--- src/rtl/fpu_pkg.sv ---
// Shared binary64 field widths, FPU opcode encodings and result-flag bit positions.
package fpu_pkg;

  localparam int DBL_W   = 64;
  localparam int EXP_W   = 11;
  localparam int MAN_W   = 52;
  localparam int FLAGS_W = 4;
  localparam int OP_W    = 2;

  localparam logic [OP_W-1:0] OP_ADD = 2'b00;
  localparam logic [OP_W-1:0] OP_SUB = 2'b01;
  localparam logic [OP_W-1:0] OP_MUL = 2'b10;
  localparam logic [OP_W-1:0] OP_DIV = 2'b11;

  localparam int FLG_NAN  = 3;
  localparam int FLG_INF  = 2;
  localparam int FLG_ZERO = 1;
  localparam int FLG_SUB  = 0;

  function automatic logic [EXP_W-1:0] dbl_exp(input logic [DBL_W-1:0] v);
    return v[DBL_W-2 -: EXP_W];
  endfunction

  function automatic logic [MAN_W-1:0] dbl_man(input logic [DBL_W-1:0] v);
    return v[MAN_W-1:0];
  endfunction

endpackage

--- src/rtl/fpu_cmd_queue_if.sv ---
// Command, FPU-side and result handshake bundle for fpu_cmd_queue; out_flags exists only with FPU_FLAGS_EN.
interface fpu_cmd_queue_if #(
  parameter int DEPTH = 4,
  parameter int TAG_W = 4
) ();
  import fpu_pkg::*;

  localparam int CNT_W = $clog2(DEPTH) + 1;

  logic               in_valid;
  logic               in_ready;
  logic [DBL_W-1:0]   in_a;
  logic [DBL_W-1:0]   in_b;
  logic [OP_W-1:0]    in_op;
  logic [TAG_W-1:0]   in_tag;

  logic [DBL_W-1:0]   fpu_a;
  logic [DBL_W-1:0]   fpu_b;
  logic [OP_W-1:0]    fpu_op;
  logic [DBL_W-1:0]   fpu_result;

  logic               out_valid;
  logic               out_ready;
  logic [DBL_W-1:0]   out_result;
  logic [TAG_W-1:0]   out_tag;
`ifdef FPU_FLAGS_EN
  logic [FLAGS_W-1:0] out_flags;
`endif

  logic [CNT_W-1:0]   count;

`ifdef FPU_FLAGS_EN
  modport master (
    output in_valid, in_a, in_b, in_op, in_tag, fpu_result, out_ready,
    input  in_ready, fpu_a, fpu_b, fpu_op, out_valid, out_result, out_tag, out_flags, count
  );
  modport slave (
    input  in_valid, in_a, in_b, in_op, in_tag, fpu_result, out_ready,
    output in_ready, fpu_a, fpu_b, fpu_op, out_valid, out_result, out_tag, out_flags, count
  );
`else
  modport master (
    output in_valid, in_a, in_b, in_op, in_tag, fpu_result, out_ready,
    input  in_ready, fpu_a, fpu_b, fpu_op, out_valid, out_result, out_tag, count
  );
  modport slave (
    input  in_valid, in_a, in_b, in_op, in_tag, fpu_result, out_ready,
    output in_ready, fpu_a, fpu_b, fpu_op, out_valid, out_result, out_tag, count
  );
`endif

endinterface

--- src/rtl/fpu_result_classify.sv ---
// Combinational binary64 classifier producing {nan, inf, zero, subnormal}; zero latency, no handshake.
module fpu_result_classify
  import fpu_pkg::*;
(
  input  logic [DBL_W-1:0]   i_val,
  output logic [FLAGS_W-1:0] o_flags
);

  logic [EXP_W-1:0] w_exp;
  logic [MAN_W-1:0] w_man;
  logic             w_exp_ones;
  logic             w_exp_zero;
  logic             w_man_zero;

  assign w_exp      = dbl_exp(i_val);
  assign w_man      = dbl_man(i_val);
  assign w_exp_ones = &w_exp;
  assign w_exp_zero = ~|w_exp;
  assign w_man_zero = ~|w_man;

  always_comb begin
    o_flags           = '0;
    o_flags[FLG_NAN]  = w_exp_ones & ~w_man_zero;
    o_flags[FLG_INF]  = w_exp_ones &  w_man_zero;
    o_flags[FLG_ZERO] = w_exp_zero &  w_man_zero;
    o_flags[FLG_SUB]  = w_exp_zero & ~w_man_zero;
  end

endmodule

--- src/rtl/fpu_cmd_queue.sv ---
// DEPTH-entry command FIFO feeding a combinational FPU, result captured one edge after reaching the head.
// in_ready comes from registered count only; FPU_FLAGS_EN adds registered out_flags classification.
module fpu_cmd_queue
  import fpu_pkg::*;
#(
  parameter int DEPTH = 4,
  parameter int TAG_W = 4
) (
  input logic              clk,
  input logic              rst,
  fpu_cmd_queue_if.slave   bus
);

  localparam int PTR_W = $clog2(DEPTH);
  localparam int CNT_W = $clog2(DEPTH) + 1;
  localparam logic [CNT_W-1:0] FULL_CNT = CNT_W'(DEPTH);

  typedef struct packed {
    logic [DBL_W-1:0] a;
    logic [DBL_W-1:0] b;
    logic [OP_W-1:0]  op;
    logic [TAG_W-1:0] tag;
  } cmd_t;

  cmd_t             r_mem [DEPTH];
  logic [PTR_W-1:0] r_wr_ptr;
  logic [PTR_W-1:0] r_rd_ptr;
  logic [CNT_W-1:0] r_count;
  logic             r_out_valid;
  logic [DBL_W-1:0] r_out_result;
  logic [TAG_W-1:0] r_out_tag;

  cmd_t             w_in_cmd;
  cmd_t             w_head;
  logic             w_empty;
  logic             w_in_ready;
  logic             w_push;
  logic             w_issue;
  logic             w_drain;
  logic [CNT_W-1:0] w_count_nxt;

  assign w_empty    = (r_count == '0);
  assign w_in_ready = (r_count != FULL_CNT);
  assign w_push     = bus.in_valid & w_in_ready;
  assign w_issue    = ~w_empty & (~r_out_valid | bus.out_ready);
  assign w_drain    = r_out_valid & bus.out_ready & w_empty;

  assign w_in_cmd = '{a: bus.in_a, b: bus.in_b, op: bus.in_op, tag: bus.in_tag};
  assign w_head   = r_mem[r_rd_ptr];

  // Storage is deliberately left out of reset; count alone decides what is valid.
  always_ff @(posedge clk) begin
    if (w_push) begin
      r_mem[r_wr_ptr] <= w_in_cmd;
    end
  end

  always_comb begin
    w_count_nxt = r_count;
    case ({w_push, w_issue})
      2'b10:   w_count_nxt = r_count + 1'b1;
      2'b01:   w_count_nxt = r_count - 1'b1;
      default: w_count_nxt = r_count;
    endcase
  end

  always_ff @(posedge clk) begin
    if (rst) begin
      r_wr_ptr <= '0;
      r_rd_ptr <= '0;
      r_count  <= '0;
    end else begin
      if (w_push) begin
        r_wr_ptr <= r_wr_ptr + 1'b1;
      end
      if (w_issue) begin
        r_rd_ptr <= r_rd_ptr + 1'b1;
      end
      r_count <= w_count_nxt;
    end
  end

  always_ff @(posedge clk) begin
    if (rst) begin
      r_out_valid  <= 1'b0;
      r_out_result <= '0;
      r_out_tag    <= '0;
    end else if (w_issue) begin
      r_out_valid  <= 1'b1;
      r_out_result <= bus.fpu_result;
      r_out_tag    <= w_head.tag;
    end else if (w_drain) begin
      r_out_valid  <= 1'b0;
    end
  end

  // Head is zeroed while empty so the FPU never sees stale storage.
  always_comb begin
    bus.fpu_a  = '0;
    bus.fpu_b  = '0;
    bus.fpu_op = OP_ADD;
    if (!w_empty) begin
      bus.fpu_a  = w_head.a;
      bus.fpu_b  = w_head.b;
      bus.fpu_op = w_head.op;
    end
  end

`ifdef FPU_FLAGS_EN
  logic [FLAGS_W-1:0] w_flags;
  logic [FLAGS_W-1:0] r_out_flags;

  fpu_result_classify u_classify (
    .i_val   (bus.fpu_result),
    .o_flags (w_flags)
  );

  always_ff @(posedge clk) begin
    if (rst) begin
      r_out_flags <= '0;
    end else if (w_issue) begin
      r_out_flags <= w_flags;
    end
  end

  assign bus.out_flags = r_out_flags;
`endif

  assign bus.in_ready   = w_in_ready;
  assign bus.out_valid  = r_out_valid;
  assign bus.out_result = r_out_result;
  assign bus.out_tag    = r_out_tag;
  assign bus.count      = r_count;

endmodule
--- src/flat_wrapper.sv ---
// flat-port wrapper written by rule: the top's interface ports become plain ports
module fpu_cmd_queue_flat import fpu_pkg::*;
#(
  parameter int DEPTH = 4,
  parameter int TAG_W = 4
)
  (clk, rst, bus_in_valid, bus_in_a, bus_in_b, bus_in_op, bus_in_tag, bus_fpu_result, bus_out_ready, bus_in_ready, bus_fpu_a, bus_fpu_b, bus_fpu_op, bus_out_valid, bus_out_result, bus_out_tag, bus_count);
  fpu_cmd_queue_if #(.DEPTH(DEPTH), .TAG_W(TAG_W)) bus_i ();
  input logic clk;
  input logic rst;
  input wire logic [$bits(bus_i.in_valid)-1:0] bus_in_valid;
  input wire logic [$bits(bus_i.in_a)-1:0] bus_in_a;
  input wire logic [$bits(bus_i.in_b)-1:0] bus_in_b;
  input wire logic [$bits(bus_i.in_op)-1:0] bus_in_op;
  input wire logic [$bits(bus_i.in_tag)-1:0] bus_in_tag;
  input wire logic [$bits(bus_i.fpu_result)-1:0] bus_fpu_result;
  input wire logic [$bits(bus_i.out_ready)-1:0] bus_out_ready;
  output wire logic [$bits(bus_i.in_ready)-1:0] bus_in_ready;
  output wire logic [$bits(bus_i.fpu_a)-1:0] bus_fpu_a;
  output wire logic [$bits(bus_i.fpu_b)-1:0] bus_fpu_b;
  output wire logic [$bits(bus_i.fpu_op)-1:0] bus_fpu_op;
  output wire logic [$bits(bus_i.out_valid)-1:0] bus_out_valid;
  output wire logic [$bits(bus_i.out_result)-1:0] bus_out_result;
  output wire logic [$bits(bus_i.out_tag)-1:0] bus_out_tag;
  output wire logic [$bits(bus_i.count)-1:0] bus_count;
  assign bus_i.in_valid = bus_in_valid;
  assign bus_i.in_a = bus_in_a;
  assign bus_i.in_b = bus_in_b;
  assign bus_i.in_op = bus_in_op;
  assign bus_i.in_tag = bus_in_tag;
  assign bus_i.fpu_result = bus_fpu_result;
  assign bus_i.out_ready = bus_out_ready;
  assign bus_in_ready = bus_i.in_ready;
  assign bus_fpu_a = bus_i.fpu_a;
  assign bus_fpu_b = bus_i.fpu_b;
  assign bus_fpu_op = bus_i.fpu_op;
  assign bus_out_valid = bus_i.out_valid;
  assign bus_out_result = bus_i.out_result;
  assign bus_out_tag = bus_i.out_tag;
  assign bus_count = bus_i.count;
  fpu_cmd_queue #(.DEPTH(DEPTH), .TAG_W(TAG_W)) u_core (.clk(clk), .rst(rst), .bus(bus_i));
endmodule
--- config.mk ---
export PLATFORM = sky130hd
export DESIGN_NAME = fpu_cmd_queue_flat
export DESIGN_NICKNAME = d
export VERILOG_FILES = /design/src/rtl/fpu_pkg.sv /design/src/rtl/fpu_cmd_queue_if.sv /design/src/rtl/fpu_result_classify.sv /design/src/rtl/fpu_cmd_queue.sv /design/src/flat_wrapper.sv
export SDC_FILE = /design/constraint.sdc
export NUM_CORES = 1
export LEC_CHECK = 0
export CAP_MARGIN = 40
export CORE_ASPECT_RATIO = 1.4
export CORE_UTILIZATION = 45
export CTS_CLUSTER_SIZE = 24
export DETAILED_ROUTE_END_ITERATION = 7
export PLACE_DENSITY_LB_ADDON = 0.15
export SYNTH_ARGS = -nofsm -noshare
export SYNTH_HDL_FRONTEND = slang
export SYNTH_SLANG_ARGS = --single-unit
export TNS_END_PERCENT = 5
--- constraint.sdc ---
create_clock -name clk -period 12.1 [get_ports clk]
set_input_delay 1.21 -clock clk [delete_from_list [all_inputs] [get_ports clk]]
set_output_delay 1.21 -clock clk [all_outputs]
set_load 0.01 [all_outputs]
==> results.json, run 1 <==
{
  "utilization_pct": 58.8,
  "drtPass1Iterations": 4,
  "dieWidth_um": 194,
  "cp-end-kind": "primary output",
  "grt_antenna_before_repair": 9,
  "postCtsSetupBuffers": 0,
  "dp_hpwl_um": 32000,
  "status": "completed",
  "port_buffers": 404,
  "p_int_uw": 4900,
  "via_count": 12400,
  "dp_slack_ps": 7340,
  "p_sw_uw": 1980,
  "start_kind": "flop",
  "cts_resized": 0,
  "fin_ws_ps": 6890,
  "async_flop_share_pct": 0,
  "powerDensity_nw_per_um2": 229,
  "ys_seq_area_share_pct": 75.8,
  "ir_worst_vdd_mv": 0.135,
  "nNetsFinal": 1827,
  "met1_usage_pct": 22.4,
  "power_frac_seq_pct": 39.0,
  "clk_pin_slew_ps": 60,
  "synth_area_leaders": "edfxtp_1 (69%), mux4_2 (13%), dfxtp_1 (6.7%)",
  "grt_max_degree": 86,
  "clock-sinks": 614,
  "hold_path_class": "flop to flop",
  "first_global_vias": 12900,
  "cts_buffer_depth": 3,
  "power_frac_clock_pct": 26.9,
  "core_sq_um": 51100,
  "syn-instance-count": 1214,
  "cts_root_buf": "clkbuf_16",
  "fin_hold_ws_ps": 473,
  "max_cap_violations": 0,
  "drc": 0,
  "finalHoldViolations": 0,
  "synth_cell_type_count": 28,
  "setup_viol": 0,
  "yosys.area.top_type": "edfxtp_1",
  "required_ps": 10890,
  "p_leak_uw": 0.00967,
  "synthTopCellsByCount": "edfxtp_1 (536), mux4_2 (134), and2_1 (130), dfxtp_1 (78), a21oi_1 (75)",
  "tightest_slew_ps": 906,
  "ctsHoldBuffers": 0,
  "synthDominantCellAreaShare_pct": 69.1,
  "use_met3_pct": 6.62,
  "grt_pass1_wl_um": 77600,
  "clock_latency_ps": 600,
  "multi_input_area_sq_um": 5180,
  "crit_fanout": 33,
  "routed_wl_um": 51300,
  "slew-limit-headroom_pct": 39.6,
  "synth_nets": 1422,
  "initial_core_util_pct": 45.5,
  "synth-main-ff-cell": "edfxtp_1",
  "worstSetupPathType": "flop to primary output",
  "fill_cells": 3877,
  "die_area_sq_um": 52700,
  "grt_use_total_pct": 19.5,
  "drt_iter0_drc": 568,
  "syn_area_per_cell_sq_um": 19.2,
  "final-seq-area_sq_um": 17700,
  "grt.busiest_layer": "met2",
  "finalMaxSlewViolations": 0,
  "ys_warn_count": 0,
  "viasPerCell": 5.33,
  "finClkSkew_ps": 17.7,
  "setup_tns_ps": 0,
  "numCtsBuffers": 56,
  "max_freq_ghz": 0.192,
  "worstPathArrival_ps": 4000,
  "synth_area_sq_um": 23300,
  "synth_edf_count": 536,
  "avgRoutedWirePerCell_um": 22.1,
  "synth_seq_cells": 614,
  "overflow": 0,
  "period_needed_ps": 5210,
  "place_congestion": 0.741,
  "io_pins": 405,
  "drive_gt1_share_pct": 15.7,
  "final_antenna_net_count": 0,
  "htreeDepth": 2,
  "cts_tree": "yes",
  "placementRows": 98,
  "grtUsageMet2_pct": 34.6,
  "switching_share_pct": 28.8,
  "period_share_pct": 43.1,
  "yosysMostFrequentCell": "edfxtp_1",
  "area_growth_pct": 29.2,
  "rsz0062_at_grt": "no",
  "die_height_um": 271,
  "combPwrFrac_pct": 34.1
}
[kinds of logic (layout without fill, tap and decap cells)]
family	after synthesis	in the layout	synth area share [%]
AO/OA/AOI/OAI	149	149	3.26
XOR/XNOR	2	2	0.0752
adder cells (fa/ha/maj)	6	6	0.355
buffers and inverters	92	545	2.10
flip-flops	614	614	75.8
multiplexers	134	134	13.0
other	0	2	0
AND/OR/NAND/NOR	217	217	5.42
[stage by stage]
stage,instance area [sq um],cells,power (uW)
finish,30100,2319,6880
global route,30100,2319,7220
detailed placement,28100,2211,5130
global placement,27900,2201,5080
CTS,30100,2317,6990
floorplan,23300,1214,4020
[power groups by stage]
stage | logic (uW) | clock network [uW] | registers [uW]
floorplan | 1280 | 0 | 2740
global placement | 2360 | 0 | 2720
detailed placement | 2400 | 0 | 2730
CTS | 2410 | 1900 | 2690
global route | 2530 | 1980 | 2710
finish | 2350 | 1850 | 2680
[path summary, 6_finish.rpt]
| check | slack [ps] | start | end | cells past startpoint |
|---|---|---|---|---|
| setup reg to reg | 9470 | u_core.bus.count[0]$_SDFFE_PP0P_ | u_core.r_mem[3][67]$_DFFE_PP_ | 5 |
| setup / recovery | 6890 | flop | bus_fpu_a[53] | 5 |
| hold / removal | 470 | u_core.bus.out_result[56]$_SDFFE_PP0P_ | u_core.bus.out_result[56]$_SDFFE_PP0P_ | 2 |
| hold reg to reg | 470 | u_core.bus.out_result[56]$_SDFFE_PP0P_ | u_core.bus.out_result[56]$_SDFFE_PP0P_ | 2 |
[metal layers]
layer	share of wire [%]	up-vias
li1	-	5632
met1	38	6268
met2	53	369
met3	7.7	77
met4	1.9	14
met5	0.17	-
[cell type report]
class,instances,share of cell area (%)
Antenna cell,2,0.0166
Timing Repair Buffer,433,14.8
Clock inverter,42,1.64
Multi-Input combinational cell,508,17.2
Inverter,6,0.0749
Tap cell,650,2.70
Sequential cell,614,58.7
Clock buffer,64,4.83
[placed cells by master (no fill, tap or decap), types with 4 or more instances in the layout]
cell / count
edfxtp_1: 536
clkdlybuf4s50_1: 403
mux4_2: 134
and2_1: 130
dfxtp_1: 76
a21oi_1: 75
nand3_1: 70
o21ai_0: 69
clkbuf_16: 57
buf_4: 19
clkinv_1: 12
clkinv_2: 11
bufinv_16: 11
buf_16: 9
clkbuf_1: 7
inv_1: 6
nor2_1: 5
ha_1: 5
and3_4: 4
[registers in the layout, indices dropped and copies added, names as in the netlist, named ones only]
| signal | flops |
|---|---|
| u_core.bus.out_result | 64 |
| u_core.bus.out_tag | 4 |
| u_core.bus.out_valid | 1 |
| u_core.bus.count | 3 |
| u_core.r_wr_ptr | 2 |
| u_core.r_mem | 536 |
| u_core.r_rd_ptr | 2 |
[worst max-delay path: stages (launching register included)]
cell             delay [ps]
dfxtp_4                 800
buf_4                   660
buf_4                   620
mux4_2                  570
and2_1                  180
clkdlybuf4s50_1         490
Power figures use the tool's default switching activity.
==> run 2, diff against run 1 <==
==> constraint.sdc (replaced) <==
create_clock -name clk -period 4.2 [get_ports clk]
set_input_delay 0.42 -clock clk [delete_from_list [all_inputs] [get_ports clk]]
set_output_delay 0.42 -clock clk [all_outputs]
set_load 0.01 [all_outputs]
==> run 2 against run 1 <==
Effect of this change:
- global-route usage is 0.39 points higher
- via count is 0.93% higher
- total power grew to 2.9 times the previous value
- critical endpoint unchanged
==> results.json, run 2 (synthesis results as in run 1) <==
{
  "r2r_end": "u_core.bus.count[2]$_SDFFE_PP0P_",
  "p_leak_uw": 0.00958,
  "grt_max_degree": 89,
  "cts_root_buf": "clkbuf_16",
  "setup_tns_ps": 0,
  "critical_path.top_delay_family": "simple AND/OR/NAND/NOR gates",
  "port_buffers": 404,
  "postCtsSetupBuffers": 0,
  "largest_register_ffs": 536,
  "io_pins": 405,
  "status": "completed",
  "finalMaxSlewViolations": 0,
  "max_cap_violations": 0,
  "cts_resized": 0,
  "dp_hpwl_um": 32200,
  "setup_viol": 0,
  "whs_path_depth": 2,
  "slew-limit-headroom_pct": 49.6,
  "finalHoldViolations": 0,
  "p_int_uw": 13900,
  "post_dp_cell_area_sq_um": 28100,
  "holdPathEnd": "u_core.bus.out_result[32]$_SDFFE_PP0P_",
  "drt_iter0_drc": 573,
  "clock-sinks": 614,
  "multi_input_area_sq_um": 5180,
  "drc": 0,
  "core_sq_um": 51100,
  "cp-end-kind": "primary output",
  "routed_wl_um": 52500,
  "regMostFlops": "u_core.r_mem",
  "p_sw_uw": 5770,
  "die_height_um": 271,
  "stdcell_area_sq_um": 30000,
  "nNetsFinal": 1826,
  "initial_core_util_pct": 45.5,
  "cts_tree": "yes",
  "switching_share_pct": 29.4,
  "drtPass1Iterations": 5,
  "hold_path_startpoint": "rst",
  "grt_use_total_pct": 19.9,
  "path_buf_inv": 2,
  "p_total_uw": 19600,
  "final_common_cell": "edfxtp_1",
  "combPwrFrac_pct": 35.0,
  "start_kind": "flop",
  "powerDensity_nw_per_um2": 656,
  "final-seq-area_sq_um": 17700,
  "worstRegToRegCells": 8,
  "worstPathArrival_ps": 2920,
  "grt_antenna_before_repair": 8,
  "ir_worst_vdd_mv": 0.451,
  "power_frac_seq_pct": 39.2,
  "cts_buffer_depth": 3,
  "power_frac_clock_pct": 25.8,
  "viasPerCell": 5.37,
  "avgRoutedWirePerCell_um": 22.6,
  "r2r-start": "u_core.bus.count[2]$_SDFFE_PP0P_",
  "crit_fanout": 66,
  "area_growth_pct": 28.7,
  "grt_pass1_wl_um": 79200,
  "rsz0062_at_grt": "no",
  "final_antenna_net_count": 0,
  "dieWidth_um": 194,
  "placementRows": 98,
  "via_count": 12500,
  "critPathSlowestCell": "or3_4",
  "drive_gt1_share_pct": 15.0,
  "place_congestion": 0.769,
  "period_needed_ps": 3340,
  "numCtsBuffers": 57,
  "die_area_sq_um": 52700,
  "first_global_vias": 13000,
  "htreeDepth": 2,
  "finClkSkew_ps": 32.9,
  "slowest_delay_ps": 660,
  "required_ps": 3780,
  "period_share_pct": 79.6,
  "reg2reg_slack_ps": 1800,
  "crit_chain": "or3_4, buf_12, and2_1, clkdlybuf4s50_1",
  "max_freq_ghz": 0.299,
  "hold_path_class": "primary input to flop",
  "layout_common_cells": "edfxtp_1 (536), clkdlybuf4s50_1 (403), mux4_2 (134)",
  "worstSetupPathType": "flop to primary output",
  "tightest_slew_ps": 755,
  "clk_pin_slew_ps": 60,
  "fill_cells": 3896,
  "clock_latency_ps": 620,
  "ctsHoldBuffers": 0,
  "overflow": 0
}
run 2: how the worst max path moves through the flow:
stage / start / end / slack, ps / cells past startpoint
floorplan: u_core.bus.count[0]$_SDFFE_PP0P_ / u_core.r_mem[1][0]$_DFFE_PP_ / -380 / 3
global placement: u_core.bus.count[0]$_SDFFE_PP0P_ / bus_fpu_a[53] / 1470 / 4
finish: u_core.bus.count[0]$_SDFFE_PP0P_ / bus_fpu_a[53] / 860 / 4
CTS: u_core.bus.count[0]$_SDFFE_PP0P_ / bus_fpu_a[53] / 740 / 4
detailed placement: u_core.bus.count[0]$_SDFFE_PP0P_ / bus_fpu_b[5] / 1410 / 4
global route: u_core.bus.count[0]$_SDFFE_PP0P_ / bus_fpu_a[53] / 650 / 4
run 2: cell type report:
class	count	share of cell area [%]
flip-flops and latches	614	59.0
repair buffers	431	14.8
clock buffers	73	4.96
diodes	6	0.0501
multi-input cells	508	17.3
clock inverters	35	1.17
well taps	650	2.71
inverters	6	0.0752
run 2: power groups by stage:
stage	Sequential, uW	Combinational (uW)	Clock [uW]
after floorplan	7860	3680	0
after global placement	7790	7030	0
after detailed placement	7830	7040	0
after CTS	7700	7070	5200
after global routing	7770	7410	5410
final	7690	6890	5070
run 2: layer usage:
| metal | up-vias | track usage (%) | wire [um] |
|---|---|---|---|
| li1 | 5637 | - | - |
| met1 | 6374 | 24.0 | 20200 |
| met2 | 390 | 34.8 | 27600 |
| met3 | 72 | 5.06 | 3450 |
| met4 | 2 | 6.66 | 1200 |
| met5 | - | 0 | 13 |
run 2: metrics by stage:
stage / std cells / utilization (%) / setup WS, ps / hold slack, ps
after floorplan: 1214 / - / -379 / 498
after global placement: 2208 / 54.9 / 1470 / 459
after detailed placement: 2209 / 55.0 / 1410 / 466
after CTS: 2317 / 58.6 / 745 / 142
after global routing: 2322 / 58.6 / 653 / 187
final: 2323 / 58.6 / 858 / 181
==> run 3, diff against run 2 <==
==> constraint.sdc (replaced) <==
create_clock -name clk -period 3 [get_ports clk]
set_input_delay 0.3 -clock clk [delete_from_list [all_inputs] [get_ports clk]]
set_output_delay 0.3 -clock clk [all_outputs]
set_load 0.01 [all_outputs]
==> run 3 against run 2 <==
Effect of this change:
- first-iteration DRC count up 4.7%
- die area unchanged
- sequential share of layout area down 0.74 points
- clock skew fell by 19 ps
==> results.json, run 3 (synthesis results as in run 1) <==
{
  "finalHoldViolations": 0,
  "p_leak_uw": 0.0100,
  "numCtsBuffers": 56,
  "first_global_vias": 13200,
  "grt_max_degree": 101,
  "powerDensity_nw_per_um2": 906,
  "required_ps": 2700,
  "cts_buffer_depth": 3,
  "cp-end-kind": "primary output",
  "drc": 0,
  "tightest_slew_ps": 809,
  "slew-limit-headroom_pct": 46.1,
  "io_pins": 405,
  "grt_use_total_pct": 20.5,
  "routed_wl_um": 53700,
  "largest_register_ffs": 536,
  "r2r_end": "u_core.bus.count[2]$_SDFFE_PP0P_",
  "worstSetupPathType": "flop to primary output",
  "dp_hpwl_um": 34000,
  "viasPerCell": 5.38,
  "period_share_pct": 97.7,
  "fill_cells": 3853,
  "hold_path_startpoint": "bus_fpu_result[5]",
  "via_count": 12600,
  "holdPathEnd": "u_core.bus.out_result[5]$_SDFFE_PP0P_",
  "clock_latency_ps": 590,
  "hold_path_class": "primary input to flop",
  "drtPass1Iterations": 5,
  "setup_tns_ps": 0,
  "dieWidth_um": 194,
  "dpl.cell_count": 2231,
  "grt_pass1_wl_um": 81000,
  "ir_worst_vdd_mv": 0.766,
  "reg2reg_slack_ps": 580,
  "stdcell_area_sq_um": 30300,
  "post_dp_cell_area_sq_um": 28400,
  "start_kind": "flop",
  "crit_fanout": 17,
  "clock-sinks": 614,
  "place_congestion": 0.749,
  "die_area_sq_um": 52700,
  "setup_viol": 0,
  "drt_iter0_drc": 600,
  "p_total_uw": 27500,
  "grt_antenna_before_repair": 6,
  "area_growth_pct": 30.3,
  "port_buffers": 404,
  "grt.busiest_layer": "met2",
  "ctsHoldBuffers": 0,
  "status": "completed",
  "worstPathArrival_ps": 2630,
  "clk_pin_slew_ps": 60,
  "layout_common_cells": "edfxtp_1 (536), clkdlybuf4s50_1 (385), mux4_2 (134)",
  "htreeDepth": 2,
  "avgRoutedWirePerCell_um": 22.9,
  "worstRegToRegCells": 8,
  "overflow": 0,
  "nNetsFinal": 1851,
  "regMostFlops": "u_core.r_mem",
  "finClkSkew_ps": 13.6,
  "met1_usage_pct": 24.3,
  "cts_root_buf": "clkbuf_16",
  "final_common_cell": "edfxtp_1",
  "whs_path_depth": 3,
  "finalMaxSlewViolations": 0,
  "drive_gt1_share_pct": 16.2,
  "initial_core_util_pct": 45.5,
  "die_height_um": 271,
  "period_needed_ps": 2930,
  "r2r-start": "u_core.bus.count[2]$_SDFFE_PP0P_",
  "final_antenna_net_count": 0,
  "placementRows": 98,
  "grtUsageMet2_pct": 36.6,
  "max_cap_violations": 0,
  "layoutNonFillerInstCount": 2344,
  "cts_tree": "yes",
  "max_freq_ghz": 0.341,
  "use_met3_pct": 5.22,
  "core_sq_um": 51100,
  "rsz0062_at_grt": "yes"
}
run 3: cell types whose count changed in the layout (fill, tap and decap cells not counted), sizes merged:
cell and change:
buf +25, bufbuf +1, bufinv -2, clkbuf +4, clkdlybuf4s50 -18, clkinv -3, clkinvlp -2, diode -1
dlymetal6s2s +18, inv -1
run 3: timing repair:
action	in CTS	in global routing
setup endpoints to repair	99	44
resized for setup	2	18
cloned	1	0
buffers inserted	3	0
run 3: through the flow:
stage                     hold slack [ps]  worst slack, ps  util (%)
after global placement                459              565      55.6
after detailed placement              466              552      55.6
final                                 272             69.5      59.3
after global routing                  257            -37.5      59.3
after floorplan                       399            -55.7         -
after CTS                             232             7.74      59.2
run 3: worst max-delay path by stage:
stage                                     startpoint                            to  cells after the start  slack (ps)
detailed placement                              flop                  bus_fpu_a[3]                      4         550
floorplan           u_core.bus.count[0]$_SDFFE_PP0P_  u_core.r_mem[0][0]$_DFFE_PP_                      3         -60
global placement                                flop                 bus_fpu_a[10]                      4         570
global route        u_core.bus.count[0]$_SDFFE_PP0P_                 bus_fpu_b[53]                      4         -40
finish                                          flop                 bus_fpu_a[55]                      5          70
CTS                                             flop                 bus_fpu_b[56]                      5           8
run 3: cell type report:
| cell class | count | area [sq um] | area share [%] |
|---|---|---|---|
| antenna | 5 | 12.5 | 0.0412 |
| clock buffer | 77 | 1520 | 5.02 |
| clock inverter | 27 | 228 | 0.751 |
| inverter | 6 | 22.5 | 0.0742 |
| multi-input combinational | 508 | 5180 | 17.1 |
| sequential | 614 | 17700 | 58.2 |
| tap | 650 | 813 | 2.68 |
| timing repair buffer | 457 | 4900 | 16.1 |
run 3: critical path, stage by stage (launching register included):
cell and delay [ps]:
dfxtp_4 360, buf_12 150, bufbuf_16 350, mux4_2 510, and2_1 170, clkdlybuf4s50_1 500
run 3: per-layer routing:
layer	up-vias	routed length [um]
li1	5686	-
met1	6483	20600
met2	378	28600
met3	71	3340
met4	4	1160
met5	-	28
run 3: report_power, final:
group | leakage, uW | internal [uW] | total [uW] | switching, uW
logic | 0.00361 | 5190 | 9950 | 4760
registers | 0.00556 | 10400 | 10700 | 320
clock network | 0.000852 | 3880 | 6840 | 2960
